[config.mk]
export PLATFORM = sky130hd
export DESIGN_NAME = alu_scheduler
export DESIGN_NICKNAME = d
export VERILOG_FILES = /design/src/rtl/definitions_pkg.sv /design/src/rtl/rr_arbiter.sv /design/src/rtl/alu_scheduler.sv
export SDC_FILE = /design/constraint.sdc
export NUM_CORES = 1
export LEC_CHECK = 0
export BUFFER_PORTS_ARGS = -buffer_cell sky130_fd_sc_hd__buf_2
export CORE_AREA = 2 2 200 104
export DETAILED_ROUTE_END_ITERATION = 7
export DIE_AREA = 0 0 202 106
export PLACE_DENSITY = 0.72
export SYNTH_ARGS = -nofsm -noshare
export SYNTH_HDL_FRONTEND = slang
export SYNTH_SLANG_ARGS = --single-unit
export TNS_END_PERCENT = 10
[constraint.sdc]
create_clock -name clk -period 2.2 [get_ports clk]
set_input_delay 0 -clock clk [delete_from_list [all_inputs] [get_ports clk]]
set_output_delay 0 -clock clk [all_outputs]
set_load 0.05 [all_outputs]
[src/rtl/definitions_pkg.sv]
`default_nettype none
// +------------------------------------------------------------------------+
// | Module : definitions_pkg                                               |
// | Purpose: Shared types for the ALU and the ALU scheduler: opcode enum,  |
// |          instruction word, scheduler FSM states and datapath width.    |
// | Ports  : none (package)                                                |
// | Rev    : 1.0  initial release                                          |
// +------------------------------------------------------------------------+
package definitions_pkg;

  localparam int ALU_W = 32;

  // Encodings 5..7 are deliberately left undefined; the ALU returns 0 for them.
  typedef enum logic [2:0] {
    OP_ADD = 3'd0,
    OP_SUB = 3'd1,
    OP_AND = 3'd2,
    OP_OR  = 3'd3,
    OP_XOR = 3'd4
  } opcode_e;

  typedef struct packed {
    opcode_e            opcode;
    logic [ALU_W-1:0]   a;
    logic [ALU_W-1:0]   b;
  } instruction_t;

  typedef enum logic [1:0] {
    IDLE = 2'd0,
    EXEC = 2'd1,
    RESP = 2'd2
  } sched_state_e;

endpackage
`default_nettype wire

[src/rtl/rr_arbiter.sv]
`default_nettype none
// +------------------------------------------------------------------------+
// | Module : rr_arbiter                                                    |
// | Purpose: Combinational round-robin pick: first asserted request at or  |
// |          after ptr, wrapping N-1 -> 0. Pointer storage is external.    |
// | Ports  : req     in  N      request vector                             |
// |          ptr     in  IDX_W  highest-priority index                     |
// |          gnt     out N      one-hot grant (0 when no request)          |
// |          gnt_idx out IDX_W  index of the granted request               |
// | Rev    : 1.0  initial release                                          |
// +------------------------------------------------------------------------+
module rr_arbiter #(
  parameter  int N     = 4,
  localparam int IDX_W = $clog2(N)
) (
  input  logic [N-1:0]     req,
  input  logic [IDX_W-1:0] ptr,
  output logic [N-1:0]     gnt,
  output logic [IDX_W-1:0] gnt_idx
);

  // One extra bit so ptr + offset (< 2N) never overflows before wrapping.
  logic [IDX_W:0]   w_sum;
  logic [IDX_W-1:0] w_idx;
  logic             w_any;

  always_comb begin
    gnt_idx = '0;
    w_any   = 1'b0;
    w_sum   = '0;
    w_idx   = '0;
    // Walk offsets from farthest to nearest so the nearest hit wins.
    for (int i = N - 1; i >= 0; i--) begin
      w_sum = {1'b0, ptr} + (IDX_W+1)'(i);
      if (w_sum >= (IDX_W+1)'(N)) begin
        w_sum = w_sum - (IDX_W+1)'(N);
      end
      w_idx = w_sum[IDX_W-1:0];
      if (req[w_idx]) begin
        gnt_idx = w_idx;
        w_any   = 1'b1;
      end
    end
    gnt = w_any ? ({{(N-1){1'b0}}, 1'b1} << gnt_idx) : '0;
  end

endmodule
`default_nettype wire

[src/rtl/alu_scheduler.sv]
`default_nettype none
// +------------------------------------------------------------------------+
// | Module : alu_scheduler                                                 |
// | Purpose: Shares one combinational ALU between NUM_REQ requesters with  |
// |          round-robin arbitration and a tagged valid/ready response.    |
// | Ports  : clk, rst_n (async active-low)                                 |
// |          req_valid/req_ready/req_iw   per-requester request channel    |
// |          alu_iw/alu_result/alu_zero   link to the shared ALU           |
// |          rsp_valid/rsp_ready/rsp_id/rsp_result/rsp_zero  response      |
// | Rev    : 1.0  initial release                                          |
// +------------------------------------------------------------------------+
module alu_scheduler
  import definitions_pkg::*;
#(
  parameter  int NUM_REQ = 4,
  localparam int ID_W    = $clog2(NUM_REQ)
) (
  input  logic                              clk,
  input  logic                              rst_n,
  input  logic [NUM_REQ-1:0]                req_valid,
  output logic [NUM_REQ-1:0]                req_ready,
  input  instruction_t [NUM_REQ-1:0]        req_iw,
  output instruction_t                      alu_iw,
  input  logic [ALU_W-1:0]                  alu_result,
  input  logic                              alu_zero,
  output logic                              rsp_valid,
  input  logic                              rsp_ready,
  output logic [ID_W-1:0]                   rsp_id,
  output logic [ALU_W-1:0]                  rsp_result,
  output logic                              rsp_zero
);

  sched_state_e        r_state;
  logic [ID_W-1:0]     r_rr_ptr;
  logic [ID_W-1:0]     r_id_q;

  logic [NUM_REQ-1:0]  w_gnt;
  logic [ID_W-1:0]     w_gnt_idx;
  logic [ID_W-1:0]     w_next_ptr;
  logic                w_any_req;
  logic                w_arb_en;
  logic                w_accept;

  rr_arbiter #(.N(NUM_REQ)) u_arb (
    .req     (req_valid),
    .ptr     (r_rr_ptr),
    .gnt     (w_gnt),
    .gnt_idx (w_gnt_idx)
  );

  assign w_any_req  = |req_valid;
  // rst_n gates the grant so nothing is handshaken while reset is held.
  assign w_arb_en   = rst_n && ((r_state == IDLE) || ((r_state == RESP) && rsp_ready));
  assign w_accept   = w_arb_en && w_any_req;
  assign w_next_ptr = (w_gnt_idx == ID_W'(NUM_REQ - 1)) ? '0 : w_gnt_idx + ID_W'(1);

  always_comb begin
    req_ready = '0;
    if (w_arb_en) begin
      req_ready = w_gnt;
    end
  end

  always_ff @(posedge clk or negedge rst_n) begin
    if (!rst_n) begin
      r_state    <= IDLE;
      r_rr_ptr   <= '0;
      r_id_q     <= '0;
      alu_iw     <= '0;
      rsp_valid  <= 1'b0;
      rsp_id     <= '0;
      rsp_result <= '0;
      rsp_zero   <= 1'b0;
    end else begin
      case (r_state)
        IDLE, RESP: begin
          if (r_state == RESP && rsp_ready) begin
            rsp_valid <= 1'b0;
          end
          if (w_accept) begin
            alu_iw   <= req_iw[w_gnt_idx];
            r_id_q   <= w_gnt_idx;
            r_rr_ptr <= w_next_ptr;
            r_state  <= EXEC;
          end else if (r_state == RESP && rsp_ready) begin
            r_state <= IDLE;
          end
        end
        EXEC: begin
          rsp_result <= alu_result;
          rsp_zero   <= alu_zero;
          rsp_id     <= r_id_q;
          rsp_valid  <= 1'b1;
          r_state    <= RESP;
        end
        default: r_state <= IDLE;
      endcase
    end
  end

endmodule
`default_nettype wire
==> results, run 1 <==
- The analysis attributes to cell leakage a power of 5.252 nW.
- After layout, the minimum clock period comes to 2.144 ns.
- The synthesized-area fraction occupied by ao, oa, aoi and oai cells is 0.1779.
- VDD sags by at most 0.6748 mV.
- At the worst endpoint, the required time is 2.44 ns.
- The logic depth of the worst register-to-register path is 8.
- On the final layout, the worst clock skew is 0.006998 ns.
- Setup repair after global routing could not meet its margin everywhere.
- At the end of routability-driven placement, the weighted congestion stood at 0.8694.
- The area growth from synthesis to layout is 78.28%.
- Measured against its own limit, the worst slew margin works out to 0.4670.
- The net count reported at finish is 1534.
- The initial standard-cell utilization of the core is 0.2921.
- The portion of total power attributed to the clock network is 0.128.
- The CTS sink count is 109.
- In this run the number of H-tree levels came out at 3.
- Of the total power, registers draw 0.265.
- The count of max-cap constraint violations is 0.
- The count of input and output buffers is 414.
- The post-synthesis share of cell area spent on full adders, half adders and majority gates is 0.002157.
- For this run, the number of Yosys warnings is 0.
- The hold path depth is 4.
- Setup violations remaining at the end of the flow were counted as 0.
- Clock tree synthesis selected as its root buffer the cell clkbuf_16.
- The violation count after the first detailed-route iteration is 760.
- The category of the most critical setup path is reg -> reg.
- The via count of the first global-routing pass is 7389.
- STA puts the critical path data arrival time at 2.38 ns.
- Of the total synthesized cell area, the portion taken by XOR and XNOR cells is 0.
- The switching power as a share of total power is 0.5225.
- Of the available clock period, the critical path in the final layout requires 0.9747.
- The maximum clock frequency is 466.3 MHz.
- The type of element capturing the critical path is a flip-flop.
- The first global-routing pass estimated 40300 um of wire.
- The register clock-pin slew on the reported worst setup and hold paths is 0.07 ns.
- The final hold violation count was 0.
- The net count after synthesis is 973.
- The sum of net half-perimeters after detailed placement is 17560 um.
- In the global route stage, overall resource usage came out at 0.2412.
- Global routing finished with a remaining overflow of 0.
- The flow ran to the end, and the final reports show no timing, DRC or antenna violations.
- The DRC violations left is 0.
- The combinational family with the most area after synthesis is simple AND/OR/NAND/NOR gates.
- After detailed placement, the design holds a cell count of 1316.
- The combined area of all synthesized cells is 5802 um2.
- The count of pins on the block boundary is 415.
- The class of the most critical hold timing path is in -> reg.
- Entering global routing, the biggest net connects 64 pins.
- Of all nets on the critical path, the largest fanout is 23.
- The post-route non-filler standard cell count is 1505.
- Dividing the detail-routed wire length by the instance count gives 17.83 um.
- In the final timing run, aggregate negative setup slack is 0 ns.
- The number of nets still failing antenna checks after routing is 0.
- The simple-gate portion of the synthesized area is 0.1969.
- The initial antenna violation count was 4.
- The clock reaches the later pin of the worst-skew pair after 0.35 ns.
- The portion of netlist area occupied by mux cells is 0.1087.
- For this design the total switching power over the nets is 6.846 mW.
- The share of the Yosys chip area taken by registers is 0.4701.
- Synthesis inferred 109 register bits.
- The TritonCTS clock tree is yes.
- The count of pins over their slew limit is 0.
- The total core area is 19860 um2.
- The total power divided by cell area is 1267 nW/um2.
- Cell internal power was estimated by the tool at 6.257 mW.
- The x dimension of the die is 202 um.
- The total number of vias is 7502.
- Counting distinct cell types in the post-synthesis netlist gives 31.
- The mean area per synthesized cell is 8.738 um2.
- Counting every instance in the synthesized netlist gives 664.
- Power comes to 13.10 mW.
- STA classifies the critical path startpoint as a flip-flop.
- The proportion of layout cells with a drive suffix above 1 is 0.4215.
- The transition time of the tightest slew-check pin is 0.7995 ns.
- After floorplanning, the core was divided into 37 placement rows.
- The share of total power dissipated in combinational logic is 0.606.
- The number of detailed-route iterations in the first pass is 7.
- The die covers 21410 um2.
- The total wire length is 26830 um.
- The number of buffers created by CTS is 9.
- The via density per instance is 4.985.
- The height of the die is 106 um.
- The buffer levels on the longest clock path is 2.
area by class of cell:
| cell class | count | area (um2) |
|---|---|---|
| Timing Repair Buffer | 603 | 4070 |
| Antenna cell | 3 | 7.507 |
| Sequential cell | 109 | 2729 |
| Multi-Input combinational cell | 497 | 2874 |
| Inverter | 5 | 23.77 |
| Fill cell | 1738 | 9517 |
| Tap cell | 273 | 341.6 |
| Clock buffer | 9 | 225.2 |
| Clock inverter | 6 | 72.57 |
synth_stat cells:
library cell / count / area [um2]
or3b_2: 1 / 8.760
buf_4: 3 / 22.52
or4_1: 1 / 7.510
o21bai_1: 1 / 7.510
and2_1: 1 / 6.260
buf_1: 2 / 7.510
o21ai_2: 1 / 8.760
inv_2: 2 / 7.510
o31ai_1: 1 / 7.510
inv_1: 3 / 11.26
nand2_1: 281 / 1055
a311oi_1: 1 / 8.760
o21ai_0: 2 / 10.01
nand4b_1: 1 / 8.760
a31oi_1: 20 / 125.1
a21boi_0: 1 / 7.510
nor2b_1: 2 / 12.51
mux2_2: 56 / 630.6
dfrtp_1: 109 / 2728
o22ai_1: 20 / 125.1
ha_1: 1 / 12.51
clkbuf_1: 26 / 97.59
buf_2: 22 / 110.1
a21oi_1: 49 / 245.2
o21a_1: 1 / 7.510
nor4_1: 1 / 6.260
a221o_1: 47 / 470.5
nor2_1: 4 / 15.01
nor3_2: 1 / 10.01
nand2b_1: 2 / 12.51
o221ai_1: 1 / 8.760
layout by cell type (no fill, tap or decap), types with 2 or more instances in the layout:
master,instances
diode_2,3
buf_12,9
buf_2,410
mux2_2,56
nor2_1,4
nand2_1,281
inv_1,3
a31oi_1,20
nand2b_1,2
dfrtp_1,108
clkinvlp_4,3
o21ai_0,2
clkbuf_16,10
o22ai_1,20
buf_4,15
dlygate4sd3_1,166
a221o_1,47
a21oi_1,49
state kept, by name, summed over array words and instances, names as in the netlist:
signal and count:
alu_iw 67, r_rr_ptr 2, rsp_result 32, rsp_valid 1
rsp_zero 1, r_state 2, rsp_id 2, r_id_q 2
kinds of logic after synthesis:
group                    after synthesis
AND/OR/NAND/NOR                      295
buffers and inverters                 58
AO/OA/AOI/OAI                        145
multiplexers                          56
flip-flops                           109
adder cells (fa/ha/maj)                1
through the flow:
stage	setup WS [ns]	instance area, um2	utilization	hold WS, ns
floorplan	0.02486	5817	-	-0.2956
detailed placement	0.05876	8297	0.4178	0.2159
finish	0.05557	10340	0.5208	0.01742
global placement	0.1400	8297	0.4178	0.2199
global route	-0.03179	10340	0.5207	0.02397
CTS	-0.02790	10260	0.5167	0.0005779
power groups by stage:
stage,clock [mW],sequential [mW],combinational (mW)
after global placement,0,3.45,7.45
after CTS,1.73,3.45,7.76
after global routing,1.83,3.57,8.36
final,1.68,3.48,7.95
after detailed placement,0,3.47,7.53
after floorplan,0,6.47,2.34
final timing paths:
| path | to | slack, ns | from |
|---|---|---|---|
| setup / recovery | alu_iw[9] | 0.06 | r_rr_ptr[1] |
| hold / removal | alu_iw[22] | 0.02 | req_iw[89] |
| min in group asynchronous | alu_iw[3] | 0.37 | rst_n |
| max in group asynchronous | r_rr_ptr[1] | 1.17 | rst_n |
| hold reg to reg | r_id_q[0] | 0.48 | r_id_q[0] |
| setup reg to reg | alu_iw[9] | 0.06 | r_rr_ptr[1] |
per-layer routing:
| layer | track usage | part of all wire |
|---|---|---|
| met1 | 0.2879 | 0.40 |
| met2 | 0.4082 | 0.48 |
| met3 | 0.07112 | 0.085 |
| met4 | 0.1008 | 0.037 |
| met5 | 0 | 0 |
critical path: stages, from the launching register on:
cell	delay (ns)
dfrtp_2	0.40
mux2_2	0.36
o221ai_4	0.30
clkinv_4	0.17
buf_4	0.18
buf_12	0.15
nand2_1	0.08
nand2_1	0.07
a221o_1	0.31
what timing repair did:
item / in CTS / in global routing
cloned: 0 / 1
resized for setup: 2 / 7
setup buffers: 0 / 5
hold buffers: 166 / 0
pin swaps: 0 / 1
endpoints found under the hold margin: 210 / 0
setup endpoints to repair: 3 / 19
(Power assumes the default switching activity.)
==> inputs of run 2 (changes only) <==
--- a/config.mk
+++ b/config.mk
@@ -6,10 +6,10 @@
 export NUM_CORES = 1
 export LEC_CHECK = 0
 export BUFFER_PORTS_ARGS = -buffer_cell sky130_fd_sc_hd__buf_2
-export CORE_AREA = 2 2 200 104
+export CORE_AREA = 2 2 161 163
 export DETAILED_ROUTE_END_ITERATION = 7
-export DIE_AREA = 0 0 202 106
-export PLACE_DENSITY = 0.72
+export DIE_AREA = 0 0 163 165
+export PLACE_DENSITY = 0.61
 export SYNTH_ARGS = -nofsm -noshare
 export SYNTH_HDL_FRONTEND = slang
 export SYNTH_SLANG_ARGS = --single-unit
==> run 2 against run 1 <==
Compared with the run above:
- register-to-register slack about the same
- clock skew increased by 0.012 ns
- non-clock buffer count increased by 25
- flip-flop and latch count unchanged
- design area increased by 3.3%
- total power increased by 0.82%
- worst setup slack got worse by 0.021 ns
- combinational power increased by 0.8%
- core utilization decreased by 9.4 points
- first-iteration DRC count decreased by 53%
- sequential power decreased by 1%
- critical path type is now reg -> out
- largest power group unchanged
==> results, run 2 (synthesis results as in run 1) <==
- In the layout the commonest cells are 410 x buf_2, 281 x nand2_1, 187 x dlygate4sd3_1.
- After floorplanning, the core was divided into 58 placement rows.
- STA classifies the critical path endpoint as an output port.
- For this design the static power due to leakage is 5.388 nW.
- The proportion of power drawn by flip-flops and latches is 0.259.
- Counting cells, the worst reg-to-reg path comes to 7.
- The via count of the first global-routing pass was 7597.
- The post-place setup slack is 0.05890 ns.
- The relative slew slack is 0.3852.
- The total wire length is 26510 um.
- Timing would allow up to 461.8 MHz.
- The final sum of negative setup slack is 0 ns.
- The category of the most critical setup path is reg -> out.
- The routed layout has 7424 vias.
- The source-to-sink clock delay at the later pin of the worst-skew pair is 0.37 ns.
- In the finished design, the share of the clock period the worst path needs comes to 0.9843.
- After filler insertion, the fill cell instance count of the layout stands at 2351.
- Setup violations remaining at the end of the flow were counted as 0.
- The endpoint arrival time on the critical path is 2.17 ns.
- The first global-routing pass estimated 38270 um of wire.
- The largest registers in the layout are alu_iw (67), rsp_result (32).
- The run finished with clean final reports.
- In this run the power density over the cells is 1237 nW/um2.
- The final hold violation count is 0.
- Counting tap cells, the placed design contains a total of 1376 instances.
- Clock-pin slew was measured on the worst setup and hold paths at 0.09 ns.
- In the routed design, unresolved DRC markers number 0.
- The maximum fanout along the worst path is 26.
- CTS saw 109 sinks.
- Routability-driven placement finished with a final weighted congestion of 0.7967.
- In this run the worst hold path is classified as in -> reg.
- The flip-flop count of the largest register, all copies and words added is 67.
- The required time of the worst setup path is 2.20 ns.
- The final period demand of the worst path is 2.166 ns.
- Once detailed placement completed, the half-perimeter wirelength came to 16410 um.
- The routed wirelength normalized by instance count is 16.70 um.
- The H-tree generated during clock tree synthesis spans 3 levels.
- In the final layout, the multi-input gates occupy 2878 um2.
- At the end of the flow the core is filled with cells to 0.4266.
- The violation count after the first detailed-route iteration is 359.
- Of the total power, the clock network draws 0.134.
- The post-route non-filler standard cell count is 1587.
- For this run, the total global-route usage over all layers was measured as 0.1822.
- For this design the total switching power over the nets is 6.953 mW.
- In this run the tool buffered the top-level ports with 414 buffer cells.
- The slack of the critical path is 0.03447 ns.
- Leaving out fill and tap cells, the most frequent cell in the layout is buf_2.
- The area of all sequential standard cells is 2728 um2.
- The count of pins over their slew limit came to 0.
- Counting flops per register, the top entry is alu_iw.
- The number of buffers created by CTS is 9.
- The die is 165 um tall.
- STA classifies the critical path startpoint as a flip-flop.
- The combinational fraction of design power is 0.606.
- The number of detailed-route iterations in the first pass is 5.
- The overflow left after global routing is 0.
- In the final design database the tool counted 1559 nets.
- In the final layout, the share of cells above drive strength 1 is 0.4159.
- The die outline area is 26900 um2.
- Entering global routing, the biggest net connects 72 pins.
- The root buffer cell is clkbuf_16.
- Setup repair after global routing could not meet its margin everywhere.
- The switching power as a share of total power is 0.5263.
- Across the VDD grid, the largest voltage drop is 0.7364 mV.
- Counting along the longest clock path gives a buffer depth of 2.
- The x dimension of the die is 163 um.
- The number of nets still failing antenna checks after routing is 0.
- The count of pins on the block boundary is 415.
- The TritonCTS clock tree is yes.
- The setup clock skew after layout is 0.01877 ns.
- The worst hold path was traced through 4 stages.
- The initial antenna violation count is 2.
- The area growth from synthesis to layout is 84.08%.
- The via density per instance is 4.678.
- The transition time of the tightest slew-check pin is 0.9222 ns.
- The count of max-cap constraint violations is 0.
- After floorplanning, the core was sized to cover 25040 um2.
- For this configuration, the core starts out at a cell density of 0.2317.
- The internal portion of the total power is 6.258 mW.
-- run 2: per-stage QoR --
step	area (um2)	total power, mW	hold WS (ns)
2_1_floorplan	5817	8.808	-0.2956
3_3_place_gp	8341	10.88	0.2328
3_5_place_dp	8341	10.93	0.2352
4_1_cts	10560	13.05	0.00004055
5_1_grt	10680	13.88	0.01619
6_report	10680	13.21	0.01553
-- run 2: worst max-delay path: stages (launching register included) --
cell and delay [ns]:
dfrtp_1 0.41, mux2_2 0.38, o221ai_4 0.26, inv_6 0.16
ha_1 0.24, and2_1 0.14, buf_2 0.21
-- run 2: worst paths after layout --
check | slack, ns | start | end
max | 0.03 | r_rr_ptr[1] | req_ready[3]
min | 0.02 | req_iw[13] | alu_iw[13]
max reg2reg | 0.07 | r_rr_ptr[1] | alu_iw[23]
min reg2reg | 0.50 | r_id_q[0] | r_id_q[0]
max in group asynchronous | 0.66 | rst_n | alu_iw[59]
min in group asynchronous | 0.46 | rst_n | alu_iw[23]
-- run 2: cell type report --
class,count,share of cell area
diodes,2,0.0004686
clock buffers,9,0.02109
clock inverters,7,0.009489
inverters,5,0.002226
multi-input cells,497,0.2694
flip-flops and latches,109,0.2554
well taps,330,0.03866
repair buffers,628,0.4032
-- run 2: metal layers --
layer	GRT usage	share of wire
met4	0.08769	0.037
met5	0	0
met1	0.1924	0.38
met3	0.04219	0.071
met2	0.3407	0.51
-- run 2: power groups by stage --
stage | clock [mW] | sequential (mW) | combinational (mW)
final | 1.77 | 3.43 | 8.01
after global routing | 1.91 | 3.53 | 8.45
after CTS | 1.85 | 3.41 | 7.79
after detailed placement | 0 | 3.44 | 7.49
after global placement | 0 | 3.43 | 7.45
after floorplan | 0 | 6.47 | 2.34
-- run 2: timing repair --
item                                    in CTS  in global routing
resized for setup                            1                 10
hold endpoints to repair                   170                  0
cloned                                       0                  3
endpoints found under the setup margin       3                 30
setup buffers                                4                  0
hold buffers                               187                  0
pin swaps                                    2                  1
==> inputs of run 3 (changes only) <==
--- a/config.mk
+++ b/config.mk
@@ -5,11 +5,12 @@
 export SDC_FILE = /design/constraint.sdc
 export NUM_CORES = 1
 export LEC_CHECK = 0
+export ABC_AREA = 1
 export BUFFER_PORTS_ARGS = -buffer_cell sky130_fd_sc_hd__buf_2
-export CORE_AREA = 2 2 161 163
+export CORE_AREA = 2 2 162 164
 export DETAILED_ROUTE_END_ITERATION = 7
-export DIE_AREA = 0 0 163 165
-export PLACE_DENSITY = 0.61
+export DIE_AREA = 0 0 164 166
+export PLACE_DENSITY = 0.66
 export SYNTH_ARGS = -nofsm -noshare
 export SYNTH_HDL_FRONTEND = slang
 export SYNTH_SLANG_ARGS = --single-unit
==> run 3 against run 2 <==
Compared with the run above:
- via count up 23%
- highest routed layer unchanged
- critical endpoint is now req_ready[1]
- largest power group unchanged
- combinational power up 65%
- first-iteration DRC count up 92%
- routed wire length up 15%
==> results, run 3 <==
- The critical path goes through buf_6, nand2_2, nand3_2, nand2_2, nand3_4, nand2_2, nand2_4, nand2_8, inv_6, buf_6, nor3_4, buf_6.
- Max-cap violations in this run came to 0.
- The maximum clock frequency is 471.0 MHz.
- The worst setup path is launched from a flip-flop.
- The library cell used most frequently in the layout, excluding fill and tap cells, is buf_2.
- The register with the most flip-flops in the layout has 67 of them.
- The internal portion of the total power is 7.907 mW.
- The area growth from synthesis to layout is 67.23%.
- The worst path needs 2.123 ns of the cycle, external delays included.
- The beginning of the critical path is r_rr_ptr[0].
- The count of pins on the block boundary is 415.
- Leaving out fill and tap cells, the most frequent cells in the layout are 409 x buf_2, 313 x nand2_1, 232 x nand3_1.
- For this design, the sink count on the clock tree is 109.
- On the worst path, the slowest cell contributes a delay of 0.43 ns.
- The sequential area share after synthesis is 0.3887.
- The maximum fanout along the worst path is 7.
- IR analysis of the VDD net gives a maximum drop of 0.8635 mV.
- The critical path is of the reg -> out type.
- In this run, placement finished with an instance count of 1753.
- The relative slew slack is 0.5148.
- The initial standard-cell utilization of the core is 0.2739.
- Of the total power, the clock network draws 0.094.
- For this design the total switching power over the nets is 10.50 mW.
- For this run, the post-layout net count is 1910.
- The final critical-path share of the clock period is 0.9651.
- The source-to-sink clock delay at the later pin of the worst-skew pair is 0.36 ns.
- CTS built an H-tree with a depth of 3.
- The proportion of power drawn by flip-flops and latches is 0.187.
- After synthesis the cells add up to 7017 um2.
- The largest registers in the layout are alu_iw (67), rsp_result (32).
- The x dimension of the die is 164 um.
- The height of the die is 166 um.
- The final sum of negative setup slack is 0 ns.
- The class of the most critical hold timing path is in -> reg.
- The first global-routing pass estimated 46290 um of wire.
- The DRC violations left is 0.
- After synthesis, the share of flip-flops with an asynchronous set or reset is 1.000.
- The count of pins over their slew limit is 0.
- Setup slack closes at 0.07677 ns.
- Counting distinct cell types in the post-synthesis netlist gives 29.
- The total wire length is 30350 um.
- The number of nets still failing antenna checks after routing is 0.
- The sum of net half-perimeters after detailed placement is 20020 um.
- The initial antenna violation count is 1.
- The finished cells cover 11730 um2.
- Of the cells placed in the final design, the portion with a size suffix greater than 1 is 0.3531.
- The slowest cell on the critical path is dfrtp_1.
- The root buffer cell chosen for the clock tree is clkbuf_16.
- The transition time of the tightest slew-check pin is 0.7278 ns.
- The final hold violation count is 0.
- Summed over all instances, the cell type with the most area after synthesis is dfrtp_1.
- The post-route total power is 18.41 mW.
- The number of nets handed over by synthesis was 1348.
- The post-route non-filler standard cell count is 1942.
- For this design the static power due to leakage is 6.529 nW.
- The worst hold path begins at req_iw[236].
- In this run, synthesis inferred 0 flip-flops with an integrated enable.
- Setup repair after global routing could not meet its margin everywhere.
- The number of instances in the synthesized netlist is 1039.
- The fill cell instance count of the final layout is 2466.
- Among all cell types in the netlist, the one instantiated most often is nand2_1.
- The via density per instance is 4.717.
- The total number of vias is 9161.
- Of the post-synthesis cell area, the dominant cell type holds 0.3887.
- The total core area is 25620 um2.
- The via count of the first global-routing pass is 9097.
- The TritonCTS clock tree is yes.
- After the first detailed-routing iteration, the DRC count stood at 689.
- Prior to clock tree synthesis, the placed netlist has a worst setup slack of 0.07012 ns.
- The row count is 59.
- Global routing finished with a remaining overflow of 0.
- The routed wirelength normalized by instance count is 15.63 um.
- The final core utilization is 0.4581.
- After synthesis, the cell types taking the most area are dfrtp_1 39%, nand2_1 17%, nand3_1 17%, inv_1 7.4%, mux2_2 5.5%.
- For this run, the total global-route usage over all layers was measured as 0.2157.
- The last weighted congestion value of the routability-driven placer is 0.8666.
- Clock skew on the completed layout was measured at 0.01420 ns.
- The register clock-pin slew on the reported worst setup and hold paths is 0.09 ns.
- The clock passes through at most 2 buffers.
- The register with the most flip-flops is alu_iw.
- The switching power as a share of total power is 0.5705.
- In this run the tool buffered the top-level ports with 414 buffer cells.
- Sorting the synthesized cells by how often they occur yields 321 x nand2_1, 235 x nand3_1, 138 x inv_1.
- The die outline area is 27220 um2.
- The origin of the critical flop-to-flop path is r_rr_ptr[0].
- A synthesized cell averages 6.753 um2.
- The worst setup path is captured at an output port.
- The share of total power dissipated in combinational logic is 0.718.
- The run finished with clean final reports.
- The total number of yosys warnings is 0.
- The number of clock buffers added by TritonCTS is 9.
- Data on the critical path arrives at its endpoint at 2.12 ns.
- The number of detailed-route iterations in the first pass is 8.
- After synthesis the netlist holds a flip-flop and latch count of 109.
- The total power divided by cell area is 1569 nW/um2.
- The placed instances occupy a cell area of 9572 um2.
- The leading register cell type out of synthesis is dfrtp_1.
- Setup violations remaining at the end of the flow were counted as 0.
- The tightest hold margin is 0.01233 ns.
- Entering global routing, the biggest net connects 89 pins.
- At the worst endpoint, the required time is 2.20 ns.
==> run 3: cell count changes in the layout (fill, tap and decap cells not counted), sizes merged, moves of 22 or more <==
cell and change:
a21oi -48, nand3 +237, inv +137, mux2 -22, nor2 +64, a221o -47, or2 +46, nand2 +43
dlygate4sd3 -22
==> run 3: area by class of cell <==
type	instances	area, um2	area share
Tap cell	335	419.2	0.03572
Clock inverter	7	86.33	0.007358
Timing Repair Buffer	617	4160	0.3546
Sequential cell	109	2729	0.2326
Clock buffer	9	225.2	0.01919
Inverter	142	543.0	0.04628
Multi-Input combinational cell	722	3568	0.3041
Antenna cell	1	2.502	0.0002133
==> run 3: power by group through the flow <==
stage                     Clock, mW  Sequential [mW]  Combinational (mW)
final                          1.74             3.45                13.2
after global routing           1.89             3.56                14.4
after CTS                      1.81             3.43                12.9
after detailed placement          0             3.45                12.4
after global placement            0             3.43                12.3
after floorplan                   0             6.53                5.88
==> run 3: logic make-up after synthesis <==
logic type | Yosys count | share of synthesized area
buf+inv | 208 | 0.1214
mux | 34 | 0.05457
fa+ha+maj | 1 | 0.001783
simple gates | 677 | 0.4249
compound gates | 10 | 0.008560
flops | 109 | 0.3887
==> run 3: path summary, 6_finish.rpt <==
path	depth (start not counted)	end	slack [ns]
hold / removal	5	alu_iw[35]	0.01
setup reg to reg	12	alu_iw[12]	0.08
hold reg to reg	2	alu_iw[11]	0.48
min in group asynchronous	3	rsp_result[19]	0.34
max in group asynchronous	3	r_rr_ptr[1]	1.35
setup / recovery	12	req_ready[1]	0.08
==> run 3: what timing repair did <==
action,in CTS,in global routing
hold buffers,165,0
hold endpoints to repair,186,0
resized for setup,16,28
endpoints found under the setup margin,4,39
gates cloned,0,1
pin swaps,1,10
buffers inserted,3,3
==> run 3: worst max-delay path: cells and delay by family (launching register included) <==
family | cells | cell delay (ns)
and+or+nand+nor | 8 | 0.81
DFF | 1 | 0.43
buffers and inverters | 4 | 0.54
==> run 3: metal layers <==
metal,vias to the layer above,GRT usage,part of all wire
li1,4339,-,-
met1,4146,0.2484,0.38
met2,538,0.3679,0.48
met3,138,0.04620,0.078
met4,0,0.1224,0.057
met5,-,0,0
